File: config.mk
export PLATFORM = sky130hd
export DESIGN_NAME = led_pattern_sequencer_flat
export DESIGN_NICKNAME = d
export VERILOG_FILES = /design/src/rtl/led_seq_pkg.sv /design/src/rtl/led_pattern_sequencer_if.sv /design/src/rtl/led_seq_dwell_timer.sv /design/src/rtl/led_pattern_sequencer.sv /design/src/flat_wrapper.sv
export SDC_FILE = /design/constraint.sdc
export NUM_CORES = 1
export LEC_CHECK = 0
export CORE_ASPECT_RATIO = 1.5
export CORE_UTILIZATION = 30
export CTS_BUF_LIST = sky130_fd_sc_hd__clkbuf_16
export DETAILED_ROUTE_END_ITERATION = 8
export PLACE_DENSITY = 0.55
export SETUP_SLACK_MARGIN = 0.05
export SLEW_MARGIN = 5
export SYNTH_ARGS = -nofsm -noshare
export SYNTH_HDL_FRONTEND = slang
export SYNTH_SLANG_ARGS = --single-unit
File: constraint.sdc
create_clock -name clk -period 5.2 [get_ports clk]
set_input_delay 1.3 -clock clk [delete_from_list [all_inputs] [get_ports clk]]
set_output_delay 1.3 -clock clk [all_outputs]
set_load 0.005 [all_outputs]
File: src/rtl/led_seq_pkg.sv
// Shared types, pattern table and index helpers for the LED pattern sequencer.
// Pattern table and step count here must agree with the top-level NUM_STEPS parameter.
package led_seq_pkg;

    localparam int NUM_STEPS = 6;
    localparam int IDX_W     = 3;

    typedef enum logic [1:0] {
        IDLE = 2'd0,
        RUN  = 2'd1,
        STEP = 2'd2
    } seq_state_t;

    localparam logic [3:0] PAT_0 = 4'b1111;
    localparam logic [3:0] PAT_1 = 4'b1010;
    localparam logic [3:0] PAT_2 = 4'b0101;
    localparam logic [3:0] PAT_3 = 4'b0000;
    localparam logic [3:0] PAT_4 = 4'b1110;
    localparam logic [3:0] PAT_5 = 4'b0111;

    localparam logic [3:0] RESET_PATTERN = PAT_0;

    // Indices outside the table fall back to the reset pattern.
    function automatic logic [3:0] pattern_of(input logic [IDX_W-1:0] idx);
        logic [3:0] pat;
        case (idx)
            3'd0:    pat = PAT_0;
            3'd1:    pat = PAT_1;
            3'd2:    pat = PAT_2;
            3'd3:    pat = PAT_3;
            3'd4:    pat = PAT_4;
            3'd5:    pat = PAT_5;
            default: pat = RESET_PATTERN;
        endcase
        return pat;
    endfunction

    // An out-of-range index always recovers to step 0 on its next advance.
    function automatic logic [IDX_W-1:0] next_index(input logic [IDX_W-1:0] idx,
                                                    input logic             dir,
                                                    input logic [IDX_W-1:0] last);
        logic [IDX_W-1:0] nxt;
        if (idx > last) begin
            nxt = '0;
        end else if (!dir) begin
            nxt = (idx == last) ? '0 : idx + IDX_W'(1);
        end else begin
            nxt = (idx == '0) ? last : idx - IDX_W'(1);
        end
        return nxt;
    endfunction

    function automatic logic is_wrap(input logic [IDX_W-1:0] idx,
                                     input logic             dir,
                                     input logic [IDX_W-1:0] last);
        return (!dir && (idx == last)) || (dir && (idx == '0));
    endfunction

endpackage

File: src/rtl/led_pattern_sequencer_if.sv
// Command/status bundle between the sequencer and its controlling logic.
// Optional macro LED_SEQ_LOOP_LIMIT_EN adds loop_limit and done.
interface led_pattern_sequencer_if #(
    parameter int DWELL_W = 16
);
    logic               start;
    logic               stop;
    logic               step_req;
    logic               dir;
    logic [DWELL_W-1:0] dwell;
    logic [3:0]         led;
    logic [2:0]         step_idx;
    logic               running;
    logic               wrap;
`ifdef LED_SEQ_LOOP_LIMIT_EN
    logic [7:0]         loop_limit;
    logic               done;

    modport master (
        output start, stop, step_req, dir, dwell, loop_limit,
        input  led, step_idx, running, wrap, done
    );

    modport slave (
        input  start, stop, step_req, dir, dwell, loop_limit,
        output led, step_idx, running, wrap, done
    );
`else
    modport master (
        output start, stop, step_req, dir, dwell,
        input  led, step_idx, running, wrap
    );

    modport slave (
        input  start, stop, step_req, dir, dwell,
        output led, step_idx, running, wrap
    );
`endif
endinterface

File: src/rtl/led_seq_dwell_timer.sv
// Dwell timer: holds the per-step period and pulses tc on the last cycle of each period.
// A zero dwell request is stretched to one cycle so the sequencer never stalls.
module led_seq_dwell_timer #(
    parameter int DWELL_W = 16
) (
    input  logic               clk,
    input  logic               rst_a,
    input  logic               load,
    input  logic               clear,
    input  logic               enable,
    input  logic [DWELL_W-1:0] dwell,
    output logic               tc
);

    logic [DWELL_W-1:0] count;
    logic [DWELL_W-1:0] period;
    logic [DWELL_W-1:0] dwell_eff;
    logic               at_end;

    assign dwell_eff = (dwell == '0) ? DWELL_W'(1) : dwell;
    assign at_end    = (count == period - DWELL_W'(1));
    assign tc        = enable && !clear && !load && at_end;

    // Period is re-latched at every terminal count so dwell changes apply per step.
    always_ff @(posedge clk) begin
        if (rst_a) begin
            count  <= '0;
            period <= DWELL_W'(1);
        end else if (clear) begin
            count  <= '0;
        end else if (load) begin
            count  <= '0;
            period <= dwell_eff;
        end else if (enable) begin
            if (at_end) begin
                count  <= '0;
                period <= dwell_eff;
            end else begin
                count  <= count + DWELL_W'(1);
            end
        end
    end

endmodule

File: src/rtl/led_pattern_sequencer.sv
// Command-driven sequencer stepping a fixed 6-entry LED pattern table (run / stop / single step).
// Optional macro LED_SEQ_LOOP_LIMIT_EN stops free-running after a programmed number of wraps.
module led_pattern_sequencer #(
    parameter int DWELL_W   = 16,
    parameter int NUM_STEPS = led_seq_pkg::NUM_STEPS
) (
    input logic                    clk,
    input logic                    rst_a,
    led_pattern_sequencer_if.slave bus
);
    import led_seq_pkg::*;

    localparam logic [IDX_W-1:0] LAST_IDX = IDX_W'(NUM_STEPS - 1);

    seq_state_t       state;
    seq_state_t       state_next;
    logic [IDX_W-1:0] step_idx_q;
    logic [IDX_W-1:0] idx_next;
    logic [3:0]       led_q;
    logic             running_q;
    logic             wrap_q;
    logic             idx_wraps;
    logic             advance;
    logic             timer_load;
    logic             timer_clear;
    logic             timer_en;
    logic             tc;
    logic             loop_clr;
`ifdef LED_SEQ_LOOP_LIMIT_EN
    logic [7:0]       loop_cnt;
    logic             limit_hit;
    logic             done_q;
`endif

    assign idx_next  = next_index(step_idx_q, bus.dir, LAST_IDX);
    assign idx_wraps = is_wrap(step_idx_q, bus.dir, LAST_IDX);

    led_seq_dwell_timer #(
        .DWELL_W (DWELL_W)
    ) u_timer (
        .clk    (clk),
        .rst_a  (rst_a),
        .load   (timer_load),
        .clear  (timer_clear),
        .enable (timer_en),
        .dwell  (bus.dwell),
        .tc     (tc)
    );

    // stop outranks start, which outranks step_req; a stop in RUN discards a coincident tc.
    always_comb begin
        state_next  = state;
        advance     = 1'b0;
        timer_load  = 1'b0;
        timer_clear = 1'b0;
        timer_en    = 1'b0;
        loop_clr    = bus.stop;
`ifdef LED_SEQ_LOOP_LIMIT_EN
        limit_hit   = 1'b0;
`endif
        case (state)
            IDLE: begin
                if (bus.stop) begin
                    state_next = IDLE;
                end else if (bus.start) begin
                    state_next = RUN;
                    timer_load = 1'b1;
                    loop_clr   = 1'b1;
                end else if (bus.step_req) begin
                    state_next = STEP;
                end
            end
            STEP: begin
                advance    = 1'b1;
                state_next = IDLE;
            end
            RUN: begin
                if (bus.stop) begin
                    state_next  = IDLE;
                    timer_clear = 1'b1;
                end else begin
                    timer_en = 1'b1;
                    if (tc) begin
                        advance = 1'b1;
`ifdef LED_SEQ_LOOP_LIMIT_EN
                        if (idx_wraps && (bus.loop_limit != 8'd0) &&
                            (loop_cnt + 8'd1 == bus.loop_limit)) begin
                            limit_hit  = 1'b1;
                            state_next = IDLE;
                        end
`endif
                    end
                end
            end
            default: state_next = IDLE;
        endcase
    end

    always_ff @(posedge clk) begin
        if (rst_a) begin
            state      <= IDLE;
            step_idx_q <= '0;
            led_q      <= RESET_PATTERN;
            running_q  <= 1'b0;
            wrap_q     <= 1'b0;
        end else begin
            state     <= state_next;
            running_q <= (state_next == RUN);
            wrap_q    <= advance && idx_wraps;
            if (advance) begin
                step_idx_q <= idx_next;
                led_q      <= pattern_of(idx_next);
            end
        end
    end

`ifdef LED_SEQ_LOOP_LIMIT_EN
    // Only wraps taken while free-running count towards the limit.
    always_ff @(posedge clk) begin
        if (rst_a) begin
            loop_cnt <= 8'd0;
            done_q   <= 1'b0;
        end else begin
            done_q <= limit_hit;
            if (loop_clr || limit_hit) begin
                loop_cnt <= 8'd0;
            end else if ((state == RUN) && advance && idx_wraps) begin
                loop_cnt <= loop_cnt + 8'd1;
            end
        end
    end

    assign bus.done = done_q;
`else
    logic unused_loop_clr;
    assign unused_loop_clr = loop_clr;
`endif

    assign bus.led      = led_q;
    assign bus.step_idx = step_idx_q;
    assign bus.running  = running_q;
    assign bus.wrap     = wrap_q;

endmodule

File: src/flat_wrapper.sv
// flat-port wrapper written by rule: the top's interface ports become plain ports
module led_pattern_sequencer_flat import led_seq_pkg::*;
#(
    parameter int DWELL_W   = 16,
    parameter int NUM_STEPS = led_seq_pkg::NUM_STEPS
)
  (clk, rst_a, bus_start, bus_stop, bus_step_req, bus_dir, bus_dwell, bus_led, bus_step_idx, bus_running, bus_wrap);
  led_pattern_sequencer_if #(.DWELL_W(DWELL_W)) bus_i ();
  input logic clk;
  input logic rst_a;
  input wire logic [$bits(bus_i.start)-1:0] bus_start;
  input wire logic [$bits(bus_i.stop)-1:0] bus_stop;
  input wire logic [$bits(bus_i.step_req)-1:0] bus_step_req;
  input wire logic [$bits(bus_i.dir)-1:0] bus_dir;
  input wire logic [$bits(bus_i.dwell)-1:0] bus_dwell;
  output wire logic [$bits(bus_i.led)-1:0] bus_led;
  output wire logic [$bits(bus_i.step_idx)-1:0] bus_step_idx;
  output wire logic [$bits(bus_i.running)-1:0] bus_running;
  output wire logic [$bits(bus_i.wrap)-1:0] bus_wrap;
  assign bus_i.start = bus_start;
  assign bus_i.stop = bus_stop;
  assign bus_i.step_req = bus_step_req;
  assign bus_i.dir = bus_dir;
  assign bus_i.dwell = bus_dwell;
  assign bus_led = bus_i.led;
  assign bus_step_idx = bus_i.step_idx;
  assign bus_running = bus_i.running;
  assign bus_wrap = bus_i.wrap;
  led_pattern_sequencer #(.DWELL_W(DWELL_W), .NUM_STEPS(NUM_STEPS)) u_core (.clk(clk), .rst_a(rst_a), .bus(bus_i));
endmodule
After elaboration in Yosys (flattened, before gate mapping)
Index checks and enable logic that the tools add are counted.

Equal/unequal tests: 10. Add/sub/neg operators: 4. Bitwise logic cells: 1. Magnitude comparators: 1. Reductions and logical operators: 17. Muxes and demuxes: 25.

Operator list (number): two-way mux 16 bit (5); case mux 4 bit (5 select lines) (1); adder 16 x 1 -> 16 bit, second input constant (1); == test 16 bit (1); logical NOT 16 bit (1); subtractor 16 x 1 -> 16 bit, second input constant (1); two-way mux 3 bit (4); == test 3 bit, second input constant (3); two-way mux 1 bit (9); two-way mux 2 bit (4); == test 3 x 2 -> 1 bit, second input constant (2); logical AND 1 bit (6); == test 2 x 1 -> 1 bit, second input constant (2); case mux 2 bit (2 select lines) (1); nonzero test 2 bit (2); adder 3 x 1 -> 3 bit, second input constant (1); == test 3 x 1 -> 1 bit, second input constant (1); > comparator 3 bit, second input constant (1); logical NOT 1 bit (3); logical NOT 3 bit (1); AND reduction 3 bit (1); OR reduction 3 bit (1); subtractor 3 x 1 -> 3 bit, second input constant (1); == test 2 bit, second input constant (1); other kinds (4) (4).

Word-level logic and storage cells: 65. Output and inout bits: 9. Register bits: 43. Bits of input ports: 22.

Logic depth before layout (Yosys ltp)
Word-level depth: 10. Gate-level depth with buffers: 12. Gate-level depth less buffers: 10.

Modules after synthesis
Synthesis repeated with hierarchy kept, for this count alone.

Cells, all modules: 317. Area, all modules: 2746.4 um^2.

Modules (own cells, without submodules): led_seq_dwell_timer (cells an instance 239, instances 1, area an instance 2067.0 um^2, seq. area each 640.6 um^2); led_pattern_sequencer (cells an instance 78, instances 1, area an instance 679.4 um^2, seq. area each 220.2 um^2).

Worst setup path before layout
OpenSTA, ideal clock, no wires.

Kind: register to register. Start: register u_core.u_timer.period[2]. End: register u_core.led_q[0], in the netlist u_core.bus.led[0]. Buffers on the path: 2. Library setup time: 0.120 ns. Required time: 5.080 ns. Cell stages (with the launch flop): 10. Period minus slack after synthesis: 2.854 ns. Arrival time: 2.734 ns. Path slack: 2.346 ns. Cell sequence: dfxtp_1 buf_6 or4_1 buf_2 or3_4 or4b_4 a2bb2oi_4 a41o_2 nand2_4 a211o_1.

Cells in the longest elaborated chain, start to end: 6.

RTL lines: start, declared (line led_seq_dwell_timer.sv:16) `logic [DWELL_W-1:0] period;`; start signal, assigned (line led_seq_dwell_timer.sv:33) `period <= dwell_eff;`; start signal, assigned (line led_seq_dwell_timer.sv:37) `period <= dwell_eff;`; subtractor 16 x 1 -> 16 bit (line led_seq_dwell_timer.sv:21) `assign at_end = (count == period - DWELL_W'(1));`; == test 16 bit (line led_seq_dwell_timer.sv:21); logical AND 1 bit (line led_seq_dwell_timer.sv:22) `assign tc = enable && !clear && !load && at_end;`; two-way mux 1 bit (line led_pattern_sequencer.sv:83) `if (tc) begin`; two-way mux 1 bit (line led_pattern_sequencer.sv:78) `if (bus.stop) begin`; case mux 1 bit (2 select lines) (line led_pattern_sequencer.sv:61) `case (state)`; end signal, assigned (line led_pattern_sequencer.sv:112) `led_q <= pattern_of(idx_next);`; end, declared (line led_pattern_sequencer.sv:19) `logic [3:0] led_q;`.

Every way passes these cells. A chain may end at the register's enable or synchronous reset.

Worst setup path after layout
Start: register u_core.u_timer.period[2]. End: register u_core.u_timer.period[9].

Cells in the longest elaborated chain, start to end: 4.

RTL lines (line): subtractor 16 x 1 -> 16 bit (led_seq_dwell_timer.sv:21); == test 16 bit (led_seq_dwell_timer.sv:21); nonzero test 2 bit (no line); AND reduction 3 bit (no line).

Every way passes these cells.

==> metrics.md <==
| Metric | Value |
|---|---|
| Yosys top cell by area | `dfxtp_1` |
| First-pass GRT wire length | `roughly 12000 µm` |
| IO Pins | `31` |
| Post-CTS Setup Bufs | `0` |
| RSZ-0062 raised after global routing | `false` |
| Final hold vios | `0` |
| Clock tree buffer depth | `2` |
| Post-synth EDFFs | `0` |
| HPWL after DPL | `5090 µm` |
| Vias/cell | `between 5 and 6` |
| Rows | `42` |
| Post-synth cell types | `57` |
| Async SR Flop Fraction | `0` |
| CTS tree | `done` |
| Fmax | `around 0.32 GHz` |
| Number of global-route vias before repair | `2410` |
| Synth top area cells | `dfxtp_1 (31%), xor2_1 (6.1%), nor2_1 (5.6%)` |
| All-layer global routing usage | `0.159` |
| Grt met2 use | `0.279` |
| Worst min path class | `reg -> reg` |
| Synth-to-Final Area Change | `17.9%` |
| Clock slew at reported path FFs | `60 ps` |
| Core area | `approximately 8800 µm²` |
| Post-route core utilization | `0.365` |
| CTS Buf Count | `5` |
| Die height | `between 100 and 150 µm` |
| Sw Ratio | `0.277` |
| Power density cells | `~250 nW/µm²` |
| Maxcap violations | `0` |
| WL/cell | `14.9 µm` |
| Met1 Track Usage GR | `0.176` |
| Setup crit end kind | `register` |
| Synth top area share | `0.315` |
| Antenna violations before repair | `0` |
| Syn Std Cell Area | `about 2700 µm²` |
| Setup CP Type | `reg -> reg` |
| Number of I/O port buffers | `30` |
| Die area | `roughly 9500 µm²` |
| Pint | `~570 µW` |
| Synth Register Bits | `43` |
| Net Switching | `roughly 220 µW` |
| Detailed-route DRC error count | `0` |
| Cts hold-fix bufs | `0` |
| Routed Antenna Nets | `0` |
| Commonest cells post-synth | `dfxtp_1 (43), nor2_1 (41), a21oi_1 (27), nand3_1 (27), xor2_1 (19)` |
| Grt met3 use | `0.0268` |
| Hold_ws | `481 ps` |
| Final setup TNS | `0 ps` |
| Min Clock Period, post-route | `~3200 ps` |
| Final Max Slew Viols | `0` |
| Root Buffer | `clkbuf_16` |
| LEAKAGE | `around 1.2 nW` |
| Clk sinks | `43` |
| Crit path DAT | `approximately 3300 ps` |
| Routability Congestion | `roughly 0.8` |
| Antenna diodes | `0` |
| Slew @ Worst Pin | `1160 ps` |
| Final Skew | `between 3 and 4 ps` |
| Clock power frac | `0.392` |
| Initial drt markers | `between 150 and 200` |
| Maximum VDD drop | `between 0.0001 and 0.00015 V` |
| Most frequent cell after synthesis | `dfxtp_1` |
| Tcrit/Tclk final | `0.609` |
| Pin count of the biggest net entering global routing | `31` |
| Nets | `approximately 400` |
| Drt total wl | `~7000 µm` |
| Syn_area_per_cell | `about 7.8 µm²` |
| H-tree Lvls | `2` |
| Top Usage Layer GRT | `met2` |
| Die width | `between 70 and 80 µm` |
| Fillers | `940` |
| Synth Instances | `roughly 350` |
| Required time of the critical path | `about 5300 ps` |
| Layout cells sized above 1 | `0.0516` |
| Run status | `finished clean` |
| Flop pwr share | `0.441` |
| Starting Density | `0.310` |
| Routed vias | `roughly 2600` |
| Crit path max fanout | `16` |
| Gate power share | `0.166` |
| Most used DFF post-synth | `dfxtp_1` |
| Synth Net Count | `approximately 380` |
| Final setup vio count | `0` |
| Total gr overflow | `0` |
| Rel. slew slack | `0.226` |
| Worst-skew pair later-pin latency | `about 290 ps` |
| Seq/Total Area, Yosys | `0.315` |
| Synth warn | `0` |
| Post_cts resized | `0` |
| CP startpoint kind | `register` |
| First-pass DRT Iterations | `4` |
-- final timing paths --
check	cells after the start	start	to	slack (ps)
worst max register to register	7	u_core.u_timer.period[2]	u_core.u_timer.period[9]	2030
worst max-delay path	7	u_core.u_timer.period[2]	u_core.u_timer.period[9]	2030
worst min register to register	1	u_core.bus.led[0]	u_core.bus.led[0]	480
worst min-delay path	1	u_core.bus.led[0]	u_core.bus.led[0]	480
-- area by class of cell --
class,instances,area (µm²),share of cell area
Clock buffer,5,125,0.0388
Clock inverter,3,20.0,0.00621
Inverter,11,41.3,0.0128
Multi-Input combinational cell,275,1730,0.537
Sequential cell,43,861,0.267
Tap cell,110,138,0.0427
Timing Repair Buffer,31,308,0.0955
-- power by group through the flow --
stage	Combinational (mW)	Sequential, mW	Clock, mW
after global routing	0.146	0.352	0.335
after global placement	0.130	0.357	0
after CTS	0.132	0.350	0.323
final	0.132	0.351	0.312
after floorplan	0.0963	0.352	0
after detailed placement	0.132	0.358	0
-- layout by cell type (no fill, tap or decap), types with 8 or more instances in the layout --
master / count
a21oi_1: 27
nor4_1: 9
inv_1: 11
xor2_1: 19
clkdlybuf4s50_1: 30
dfxtp_1: 43
nand2_1: 16
nor3_1: 13
o21ai_0: 17
nor2_1: 41
nand3_1: 27
xnor2_1: 16
o21ai_1: 8
-- routing by layer --
metal | share of wire | wire length (µm)
met2 | 0.51 | 3610
met3 | 0.036 | 257
met4 | 0.033 | 238
met5 | 0 | 0
met1 | 0.42 | 3000
-- through the flow --
stage               area [µm²]  power, mW  instances  setup WS (ps)
global placement          3080      0.488        470           1850
global route              3220      0.833        478           1880
floorplan                 2740      0.448        351           2350
finish                    3220      0.794        478           2030
CTS                       3220      0.806        478           2030
detailed placement        3080      0.489        470           1800
-- flip-flops by register name, indices dropped and copies added, names as in the netlist --
signal                 flops
u_core.bus.running         1
u_core.bus.wrap            1
u_core.u_timer.period     16
u_core.u_timer.count      16
u_core.bus.step_idx        3
u_core.bus.led             4
u_core.state               2
-- worst max-delay path, cell delays in order, from the launching register on --
cell,delay [ps]
dfxtp_1,380
or4_1,690
or3_4,440
or4b_4,510
a2bb2oi_4,230
nand4_2,420
nand3_1,250
a21oi_1,80
-- logic make-up (layout without fill, tap and decap cells) --
logic type,after synthesis,count (layout),synth area share
fa+ha+maj,6,6,0.0274
flops,43,43,0.315
compound gates,87,87,0.205
mux,4,4,0.0146
xor+xnor,35,35,0.112
simple gates,143,143,0.274
buf+inv,33,50,0.0521
Note: power is estimated with default switching activity, not from simulation.
==> variant: new RTL, same settings <==
Re-encode `seq_state_t` (3 states) as one-hot, 3 bits wide.
--- a/src/rtl/led_seq_pkg.sv
+++ b/src/rtl/led_seq_pkg.sv
@@ -5,10 +5,10 @@
     localparam int NUM_STEPS = 6;
     localparam int IDX_W     = 3;
 
-    typedef enum logic [1:0] {
-        IDLE = 2'd0,
-        RUN  = 2'd1,
-        STEP = 2'd2
+    typedef enum logic [2:0] {
+        IDLE = 3'b001,
+        RUN  = 3'b010,
+        STEP = 3'b100
     } seq_state_t;
 
     localparam logic [3:0] PAT_0 = 4'b1111;
Formal check against the unedited RTL: same outputs for any inputs over 10 cycles, from zero or initial values and one cycle with rst_a high; not proved beyond that.
==> variant against the unedited design <==
  * Final area shrank 0.23%
  * Global-route usage decreased by 1.2 points
  * Critical path type unchanged
  * Routed wire length is 7.7% lower
  * Area after synthesis shrank 1.4%
  * Total power is 7.4% higher
  * Sequential cell count is 1 higher
  * Via count decreased by 7.8%
  * Hold slack worse by 0.011 ns
  * Cell count down 4.2%
  * Largest power group unchanged
  * Maximum frequency is 9.2% lower
  * Setup slack worse by 0.32 ns
  * Critical path depth is 1 higher
  * Synthesized cell count fell by 6.3%
==> variant: results (changes against the unedited design) <==
stage;metric;value;unit;change
yosys;synth_compound_area_frac;0.141;;-0.0639
yosys;synth_fp_nets;354;;-6.6%
yosys;synthMuxAreaShare;0.0742;;+0.0596
power;comb_cell_power;136;uW;+3%
worst_setup_path;cp.arrival;3.66;ns;+0.37 ns
worst_setup_path;critical-path-slowest-cell;nor3_1;;
worst_setup_path;crit_fanout;18;;+2
global_routing;grt_pass1_wl;11000;um;-5.0%
final_layout;nets;372;;-5.8%
worst_setup_path;crit_end;u_core.u_timer.count[13];;
yosys;synth_fa_ha_area_frac;0.0139;;-0.0135
placed_design;placement.cell_area;0.00305;mm2;-0.85%
detailed_routing;routed_wire_length_per_instance;14.3;um;-3.7%
yosys;synth-xor-area-share;0.110;;-0.00169
global_routing;use_met3;0.0270;;+0.000207
global_routing;use_met2;0.278;;-0.00107
worst_setup_path;rrSetupSlack;1.71;ns;-0.32 ns
global_routing;grt_pass1_vias;2389;;-0.87%
power;powerDensity;265;mW/mm2;+7.6%
detailed_routing;vias_per_cell;5.14;;-3.8%
sta;fin_hold_ws;0.470;ns;-0.0109 ns
power;p_switching;217;uW;-1.3%
worst_setup_path;worstRegToRegCells;8;;+1
yosys;ys_top_cells_by_area;dfxtp_1, nor2_1, mux2i_1;;
final_layout;fillers;913;;-2.9%
sta;worst_slew_margin_rel;0.234;;+0.00843
yosys;synth_seq_area_share;0.327;;+0.0118
sta;skew;0.00405;ns;+0.000341 ns
power;ir_drop;0.197;mV;+72%
sta;min_period_over_period;0.671;;+0.0617
clock_network;clock-root-buffer;clkbuf_16;;
yosys;syn_avg_cell_area;8.20;um2;+5.2%
global_routing;grt_use_total;0.147;;-0.0118
yosys;synth_commonest_cells;nor2_1, dfxtp_1, nand2_1;;
placed_design;dp_hpwl;4890;um;-3.9%
yosys;synth_cell_types;58;;+1.8%
detailed_routing;first_iter_violations;83;;-51%
detailed_routing;met2WireLength;3600;um;-0.42%
placed_design;globalplace.congestion;0.887;;+13%
global_routing;gr-usage-met1;0.155;;-0.0217
detailed_routing;met3_length;203;um;-21%
outcome;outcome;finished clean;;
min_path;min_path_cells;1;;unchanged
detailed_routing;met1_length;2630;um;-13%
power;power.leakage;0.00118;uW;+2.1%
placed_design;dp.cells;450;;-4.3%
detailed_routing;drt_wl_total;6560;um;-7.7%
final_layout;drive_gt1_frac;0.0575;;+0.00584
worst_setup_path;slowest_delay;0.93;ns;+0.24 ns
power;clkPwrFrac;0.413;;+0.021
[variant: cell types whose count changed after synthesis, moves of 6 or more]
| cell | before | now |
|---|---|---|
| a21oi_1 | 27 | 8 |
| nand3_1 | 27 | 8 |
| mux2i_1 | 4 | 20 |
| nor2_1 | 41 | 54 |
| nand2_1 | 16 | 25 |
| o21ai_0 | 17 | 9 |
| o21ai_1 | 8 | 0 |
| nand4_1 | 3 | 9 |
[variant: cell type report]
| class | instances | area [um2] | area share |
|---|---|---|---|
| multi-input combinational | 253 | 1680 | 0.522 |
| clock buffer | 5 | 125 | 0.0389 |
| timing repair buffer | 32 | 315 | 0.0980 |
| sequential | 44 | 881 | 0.274 |
| tap | 110 | 138 | 0.0428 |
| clock inverter | 3 | 38.8 | 0.0121 |
| inverter | 11 | 41.3 | 0.0128 |
[variant: kinds of logic (layout without fill, tap and decap cells)]
family,after synthesis,in the layout
fa+ha+maj,3,3
buf+inv,32,51
xor+xnor,34,34
simple gates,146,146
flops,44,44
mux,20,20
compound gates,50,50
